## src/rtl/rst_seq_pkg.sv

```systemverilog
// Shared types and sizing helpers for the reset-release sequencer.
package rst_seq_pkg;

    // RELEASE has no encoding of its own: it is the registered WAIT->RUN step.
    typedef enum logic [1:0] {
        HOLD = 2'd0,
        WAIT = 2'd1,
        RUN  = 2'd2,
        ERR  = 2'd3
    } rst_seq_state_t;

    // Counter width large enough to hold the longest terminal count plus one.
    function automatic int unsigned rst_seq_cnt_w(input int unsigned min_hold,
                                                  input int unsigned timeout);
        int unsigned m;
        m = (min_hold > timeout) ? min_hold : timeout;
        return $clog2(m + 1);
    endfunction

endpackage

```

## src/rtl/rst_seq_cnt.sv

```systemverilog
// Up-counter with synchronous clear and enable; flags when it sits at its terminal count.
module rst_seq_cnt #(
    parameter int W  = 7,
    parameter int TC = 1
) (
    input  logic clk,
    input  logic rst,
    input  logic clr,
    input  logic en,
    output logic at_tc
);

    logic [W-1:0] cnt_q;
    logic [W-1:0] cnt_d;

    // Clear has priority over counting.
    always_comb begin
        cnt_d = cnt_q;
        if (clr)
            cnt_d = '0;
        else if (en)
            cnt_d = cnt_q + 1'b1;
    end

    // Count register.
    always_ff @(posedge clk) begin
        if (rst)
            cnt_q <= '0;
        else
            cnt_q <= cnt_d;
    end

    assign at_tc = (cnt_q == W'(TC));

endmodule

```

## src/rtl/rst_release_seq.sv

```systemverilog
// Reset-release sequencer: holds rst_out high for MIN_HOLD cycles, then waits for
// ready_in to be stable for STABLE cycles before releasing, or flags a timeout.
// Optional macro RST_SEQ_SVA_EN compiles in embedded concurrent assertions.
module rst_release_seq
    import rst_seq_pkg::*;
#(
    parameter int MIN_HOLD = 8,
    parameter int STABLE   = 2,
    parameter int TIMEOUT  = 64
) (
    input  logic       clk,
    input  logic       rst,
    input  logic       ready_in,
    output logic       rst_out,
    output logic       released,
    output logic       rel_pulse,
    output logic       timeout_err,
    output logic [1:0] state_o
);

    localparam int CNT_W = rst_seq_cnt_w(MIN_HOLD, TIMEOUT);

    rst_seq_state_t state_q, state_d;
    logic rst_out_q, rst_out_d;
    logic released_q, released_d;
    logic rel_pulse_q, rel_pulse_d;
    logic timeout_err_q, timeout_err_d;

    logic hold_tc, stab_tc, to_tc;
    logic hold_en, hold_clr, stab_en, stab_clr, to_en, to_clr;

    // Counters run only in their own state and are zeroed whenever that state is left.
    always_comb begin
        hold_en  = (state_q == HOLD);
        hold_clr = (state_d != HOLD);
        stab_en  = (state_q == WAIT) && ready_in;
        stab_clr = ((state_q == WAIT) && !ready_in) || (state_d != WAIT);
        to_en    = (state_q == WAIT);
        to_clr   = (state_d != WAIT);
    end

    rst_seq_cnt #(.W(CNT_W), .TC(MIN_HOLD - 1)) u_hold_cnt (
        .clk(clk), .rst(rst), .clr(hold_clr), .en(hold_en), .at_tc(hold_tc)
    );

    rst_seq_cnt #(.W(CNT_W), .TC(STABLE - 1)) u_stab_cnt (
        .clk(clk), .rst(rst), .clr(stab_clr), .en(stab_en), .at_tc(stab_tc)
    );

    rst_seq_cnt #(.W(CNT_W), .TC(TIMEOUT - 1)) u_to_cnt (
        .clk(clk), .rst(rst), .clr(to_clr), .en(to_en), .at_tc(to_tc)
    );

    // Next-state and registered-output decisions; release beats timeout on a tie.
    always_comb begin
        state_d       = state_q;
        rst_out_d     = rst_out_q;
        released_d    = released_q;
        rel_pulse_d   = 1'b0;
        timeout_err_d = timeout_err_q;
        case (state_q)
            HOLD: begin
                if (hold_tc)
                    state_d = WAIT;
            end
            WAIT: begin
                if (ready_in && stab_tc) begin
                    state_d     = RUN;
                    rst_out_d   = 1'b0;
                    released_d  = 1'b1;
                    rel_pulse_d = 1'b1;
                end else if (to_tc) begin
                    state_d       = ERR;
                    timeout_err_d = 1'b1;
                end
            end
            RUN: begin
                if (!ready_in) begin
                    state_d    = HOLD;
                    rst_out_d  = 1'b1;
                    released_d = 1'b0;
                end
            end
            ERR: begin
                state_d = ERR;
            end
            default: begin
                state_d = HOLD;
            end
        endcase
    end

    // State and output registers.
    always_ff @(posedge clk) begin
        if (rst) begin
            state_q       <= HOLD;
            rst_out_q     <= 1'b1;
            released_q    <= 1'b0;
            rel_pulse_q   <= 1'b0;
            timeout_err_q <= 1'b0;
        end else begin
            state_q       <= state_d;
            rst_out_q     <= rst_out_d;
            released_q    <= released_d;
            rel_pulse_q   <= rel_pulse_d;
            timeout_err_q <= timeout_err_d;
        end
    end

    assign rst_out     = rst_out_q;
    assign released    = released_q;
    assign rel_pulse   = rel_pulse_q;
    assign timeout_err = timeout_err_q;
    assign state_o     = state_q;

`ifdef RST_SEQ_SVA_EN
    a_rose_hold: assert property (@(posedge clk) disable iff (rst)
        $rose(rst_out) |-> (rst_out until released))
        $info("a_rose_hold pass"); else $error("a_rose_hold violated");

    a_fell_strong: assert property (@(posedge clk) disable iff (rst)
        $fell(rst) |-> (rst_out s_until (released || timeout_err)))
        $info("a_fell_strong pass"); else $error("a_fell_strong violated");

    a_pulse_ready: assert property (@(posedge clk) disable iff (rst)
        rel_pulse |-> $past(ready_in))
        $info("a_pulse_ready pass"); else $error("a_pulse_ready violated");

    a_err_sticky: assert property (@(posedge clk) disable iff (rst)
        timeout_err |=> timeout_err)
        $info("a_err_sticky pass"); else $error("a_err_sticky violated");
`endif

endmodule

```

## config.mk

```make
export PLATFORM = sky130hd
export DESIGN_NAME = rst_release_seq
export DESIGN_NICKNAME = d
export VERILOG_FILES = /design/src/rtl/rst_seq_pkg.sv /design/src/rtl/rst_seq_cnt.sv /design/src/rtl/rst_release_seq.sv
export SDC_FILE = /design/constraint.sdc
export NUM_CORES = 1
export LEC_CHECK = 0
export CELL_PAD_IN_SITES_DETAIL_PLACEMENT = 1
export CELL_PAD_IN_SITES_GLOBAL_PLACEMENT = 1
export CORE_UTILIZATION = 43
export DETAILED_ROUTE_END_ITERATION = 10
export GPL_TIMING_DRIVEN = 0
export PLACE_DENSITY = 0.8
export SYNTH_ARGS = -nofsm -noshare
export SYNTH_HDL_FRONTEND = slang
export SYNTH_SLANG_ARGS = --single-unit
```

## constraint.sdc

```tcl
create_clock -name clk -period 2.05 [get_ports clk]
set_clock_uncertainty 0.05 [all_clocks]
set_input_delay 0.41 -clock clk [delete_from_list [all_inputs] [get_ports clk]]
set_output_delay 0.41 -clock clk [all_outputs]
set_load 0.01 [all_outputs]
```

# [Yosys cells after proc, flatten, opt, wreduce, memory -nomap -nowiden]
# Index checks and enable logic that the tools add are counted.
[word_totals] input_bits=3 register_bits=27 word_cells=48
[classes] n_mux=12 add_sub_neg=3 n_bitwise=2 reduce_logical=14 n_eq_ne=9
[op_table] op="adder 7 x 1 -> 7 bit, second input constant" count=3
[op_table] op="2-to-1 mux 2 bit" count=4
[op_table] op="case mux 2 bit (4 select lines)" count=1
[op_table] op="OR reduction 2 bit" count=4
[op_table] op="== test 7 x 1 -> 1 bit, second input constant" count=1
[op_table] op="== test 7 x 3 -> 1 bit, second input constant" count=1
[op_table] op="== test 7 x 6 -> 1 bit, second input constant" count=1
[op_table] op="AND reduction 3 bit" count=2
[op_table] op="2-to-1 mux 1 bit" count=5
[op_table] op="== test 2 bit, second input constant" count=2
[op_table] op="!= test 2 x 1 -> 1 bit, second input constant" count=2
[op_table] op="case mux 1 bit (2 select lines)" count=2
[op_table] op="nonzero test 2 bit" count=2
[op_table] op="logical AND 1 bit" count=3
[op_table] op="== test 2 x 1 -> 1 bit, second input constant" count=1
[op_table] op="logical NOT 2 bit" count=1
[op_table] op="!= test 2 bit, second input constant" count=1
[op_table] op="inverter 1 bit" count=2
[op_table] op="logical NOT 1 bit" count=1
[op_table] op="logical OR 1 bit" count=1

# [Depth between registers and ports, before layout]
[logic_depth] word_depth=7 mapped_depth=6 depth_no_buf=6

# [Modules after synthesis]
# Synthesis repeated with hierarchy kept, for this count alone.
[hier_totals] cells_unflattened=140 area_unflattened_um2=1252.5
[by_module_without_submodules] module="rst_release_seq" instances=1 cells_each=36 area_each_um2=321.6
[by_module_without_submodules] module="rst_seq_cnt at u_hold_cnt" instances=1 cells_each=35 area_each_um2=315.3
[by_module_without_submodules] module="rst_seq_cnt at u_stab_cnt" instances=1 cells_each=35 area_each_um2=311.5
[by_module_without_submodules] module="rst_seq_cnt at u_to_cnt" instances=1 cells_each=34 area_each_um2=304.0

# [Least setup slack after synthesis]
# Ideal clock, no wire load.
[synth_path] path_type="register to register" from="register u_hold_cnt.cnt_q[0]" to="register u_stab_cnt.cnt_q[0]" n_path_buf=0 setup_ns=0.127 arrival_time_ns=1.255 path_stages_with_launch=6 path_slack_ns=0.617 period_less_slack_ns=1.433 cell_sequence="dfxtp_1 -> ha_1 -> and4bb_2 -> and2_1 -> o221ai_4 -> nor2_1"
[synth_via] elab_chain_len=6
[synth_lines] element="start, declared" line="rst_seq_cnt.sv:13" source="logic [W-1:0] cnt_q;"
[synth_lines] element="start signal, assigned" line="rst_seq_cnt.sv:30" source="cnt_q <= cnt_d;"
[synth_lines] element="== test 7 x 3 -> 1 bit" line="rst_seq_cnt.sv:33" source="assign at_tc = (cnt_q == W'(TC));"
[synth_lines] element="2-to-1 mux 2 bit" line="rst_release_seq.sv:63" source="if (hold_tc)"
[synth_lines] element="case mux 2 bit (4 select lines)" line="rst_release_seq.sv:61" source="case (state_q)"
[synth_lines] element="!= test 2 x 1 -> 1 bit" line="rst_release_seq.sv:37" source="stab_clr = ((state_q == WAIT) && !ready_in) || (state_d != WAIT);"
[synth_lines] element="logical OR 1 bit" line="rst_release_seq.sv:37"
[synth_lines] element="OR reduction 2 bit (no source line)"
[synth_lines] element="end signal, assigned" line="rst_seq_cnt.sv:30"
[synth_lines] element="end, declared" line="rst_seq_cnt.sv:13"
# No other way between the ends.
# A chain may end at the register's enable or synchronous reset.

# [Worst setup path after layout]
[layout_path] from="input port ready_in" to="register u_stab_cnt.cnt_q[2]"
[layout_via] elab_chain_len=6
[layout_lines] element="start, declared" line="rst_release_seq.sv:13" source="input logic ready_in,"
[layout_lines] element="logical AND 1 bit" line="rst_release_seq.sv:67" source="if (ready_in && stab_tc) begin"
[layout_lines] element="2-to-1 mux 2 bit" line="rst_release_seq.sv:67"
[layout_lines] element="case mux 2 bit (4 select lines)" line="rst_release_seq.sv:61"
[layout_lines] element="!= test 2 x 1 -> 1 bit" line="rst_release_seq.sv:37"
[layout_lines] element="logical OR 1 bit" line="rst_release_seq.sv:37"
[layout_lines] element="OR reduction 2 bit (no source line)"
# Several ways; a longest one is shown, not always the timed one.

==> results.txt <==
HP Class -> in -> reg
CTS clk-pin slew, worst paths -> 140 ps
layout cell share with drive strength beyond 1 -> 8.280%
ys async rst share -> 0%
Reg-to-Reg Start -> u_stab_cnt.cnt_q[1]
Post-Place Cells -> 184
Design Power -> 0.7945 mW
setup ws final -> 208.9 ps
ant diodes -> 0
dominant cell type by area after synthesis -> dfxtp_1
DP HPWL -> 2087 um
area share of fa/ha/maj cells after synthesis -> 3.854%
Root Driver -> clkbuf_4
CTS Buffer Depth -> 2
Mapped Nets -> 153
largest net degree at the start of global routing -> 15
Placed Area -> 1408 um^2
cell area after layout -> 1434 um^2
fillers -> 346
CP max stage delay -> 650 ps
Max-Slew Margin vs Limit -> 72.07%
YS warnings -> 0
initial core utilization -> 46.30%
Crit-path slowest cell -> clkdlybuf4s50_1
Netlist cell types -> 36
Crit Path Class -> in -> reg
list of most frequent post-synthesis cells -> nor2_1 (28), dfxtp_1 (27), nand2_1 (11)
CTS Hold Bufs -> 0
largest family of logic cells by synthesized area -> simple AND/OR/NAND/NOR gates
Post-CTS Setup Bufs -> 0
Die H -> 56.96 um
Core Region -> 2805 um^2
multi-input logic area -> 718.2 um^2
CP endpoint kind -> register
simple-gate share of the synthesized area -> 27.17%
Cell Chain, Critical Path -> clkdlybuf4s50_1 > and3b_1 > a31oi_2 > o221ai_4 > nor2_1
area share of the largest cell type after synthesis -> 41.62%
reg2reg path depth -> 6
Reg area -> 540.5 um^2
GRT overflow -> 0
Min-Delay Path Depth -> 2
All-Layer GR Usage -> 19.14%
cell family with most CP delay -> buffers and inverters
Starting DRT DRC Count -> 23
Max Cap Viol -> 0
Worst Hold End -> state_o[0]
gpl congestion -> 0.7954
status -> finished, final reports clean
leak pwr -> 0.4862 nW
Synth Flop Type -> dfxtp_1
Via Count -> 1,052
Die Area -> 3244 um^2
pre-CTS setup slack -> -124.2 ps
Worst Path Arrival -> 1990 ps
sw power -> 0.1742 mW
first-pass GRT wire length -> 4961 um
worst skew pair latency -> 320 ps
Comb pwr share -> 4.2%
worst endpoint required time -> 2200 ps
DRC viols -> 0
r2r endpoint -> u_stab_cnt.cnt_q[1]
Post-Syn Area per Cell -> 8.896 um^2
Area Overhead vs Synth -> 10.40%
Buf+Inv Stages, Crit Path -> 1
clock share of power -> 28.2%
Sw Ratio -> 21.93%
Max VDD drop -> 0.3359 mV
crit path time final -> 1841 ps
Final Util -> 51.12%
Pre-antenna DRT Iters -> 4
I/O pin count -> 9
final WL -> 2751 um
number of I/O port buffers -> 7
worst reg-to-reg setup slack -> 400 ps
Compound-Gate Fraction of Synth Area -> 14.16%
vias in the first global route -> 1,090
internal power -> 0.6203 mW
Final Setup Violations -> 0
synth top area cells -> dfxtp_1 (42%), nor2_1 (8.1%), xor2_1 (6.7%)
post-synthesis xor/xnor area fraction -> 10.12%
sequential share of power -> 67.6%
Yosys reg bits -> 27
final worst-path cycle share -> 89.81%
RSZ-0062 raised after global routing -> false
final hold vios -> 0
worst-margin pin slew -> 413.3 ps
via-per-instance ratio -> 5.596
total CTS buffers -> 3
fmax -> 543.2 MHz
wire length per cell -> 14.63 um
register area share after synthesis -> 41.62%
die width -> 56.96 um
ANT nets after route -> 0
Max Fanout on Critical Path -> 10
Post-synth EDFFs -> 0
Non-Filler Instances -> 188
Hold Path Origin -> rst
Clock Sinks -> 27
Final Max Slew Viols -> 0
most common cell in the netlist -> nor2_1
startpoint types -> input pin
Nets -> 165
Post-Syn Instances -> 146
H-Tree Depth -> 1
synthesized cell area -> 1299 um^2
CTS tree -> built
Power Dens Cells -> 554.1 nW/um^2
PostCTS Resize Cnt -> 0
post-synthesis mux area share -> 0%
FP Rows -> 19
initial antenna violation count -> 0
per-stage QoR:
step           setup TNS [ps]  hold slack (ps)
3_3_place_gp           -870.8            409.1
5_1_grt                     0            420.5
3_5_place_dp            -1431            427.0
6_report                    0            405.0
4_1_cts                     0            400.2
2_1_floorplan               0            411.8
power groups by stage:
stage          clock [mW]  combinational (mW)  sequential (mW)
6_report            0.224              0.0334            0.537
2_1_floorplan           0              0.0233            0.547
4_1_cts             0.234              0.0336            0.537
3_3_place_gp            0              0.0318            0.548
3_5_place_dp            0              0.0332            0.548
5_1_grt             0.251              0.0388            0.539
flip-flops by register name, indices dropped and copies added, names as in the netlist:
name              flops
released              1
timeout_err           1
rst_out               1
u_hold_cnt.cnt_q      7
u_to_cnt.cnt_q        7
state_o               2
u_stab_cnt.cnt_q      7
rel_pulse             1
final cells by class:
class                   instances  share of cell area [%]
well taps                      31                   2.705
inverters                       6                   1.571
repair buffers                  7                   4.887
clock buffers                   4                   1.832
multi-input cells             109                   50.09
plain buffers                   4                   1.222
flip-flops and latches         27                   37.70
kinds of logic (layout without fill, tap and decap cells):
kind of cell               Yosys count  count (layout)
AOI/OAI and AO/OA                   23              23
xor gates and xnor gates            15              15
adders and majority gates            4               4
buffers and inverters               10              21
DFF                                 27              27
and+or+nand+nor                     67              67
worst max path at each step:
stage          cells after the start           startpoint  slack, ps                  end
2_1_floorplan                      5  u_hold_cnt.cnt_q[0]        620  u_stab_cnt.cnt_q[0]
3_3_place_gp                       5             ready_in        -70    u_to_cnt.cnt_q[3]
3_5_place_dp                       5             ready_in       -120  u_stab_cnt.cnt_q[2]
4_1_cts                            5             ready_in        220  u_stab_cnt.cnt_q[2]
5_1_grt                            5             ready_in        140  u_stab_cnt.cnt_q[2]
6_report                           5             ready_in        210  u_stab_cnt.cnt_q[2]
worst register-to-register path, stage by stage, from the launching register on:
cell and delay (ps):
dfxtp_1 400, inv_1 60, ha_1 170, and3b_1 220, a31oi_2 310, o221ai_4 230
a21oi_1 160
routing by layer:
| metal | track usage (%) | vias to the layer above | wire length [um] |
|---|---|---|---|
| met5 | 0 | - | 0 |
| met4 | 5.226 | 0 | 34 |
| met3 | 2.041 | 7 | 61 |
| met2 | 32.10 | 18 | 1265 |
| met1 | 26.41 | 500 | 1389 |
| li1 | - | 527 | - |
cell usage in the layout (no fill, tap or decap), types with 3 or more instances in the layout:
cell type,synthesis,layout
nand4_1,8,8
nand2_1,11,11
xor2_1,10,10
nor2_1,28,28
xnor2_1,5,5
clkbuf_4,0,3
inv_1,6,6
o21ai_0,6,6
dfxtp_1,27,27
ha_1,4,4
a21oi_1,8,8
clkdlybuf4s50_1,0,7
Power figures use the tool's default switching activity.
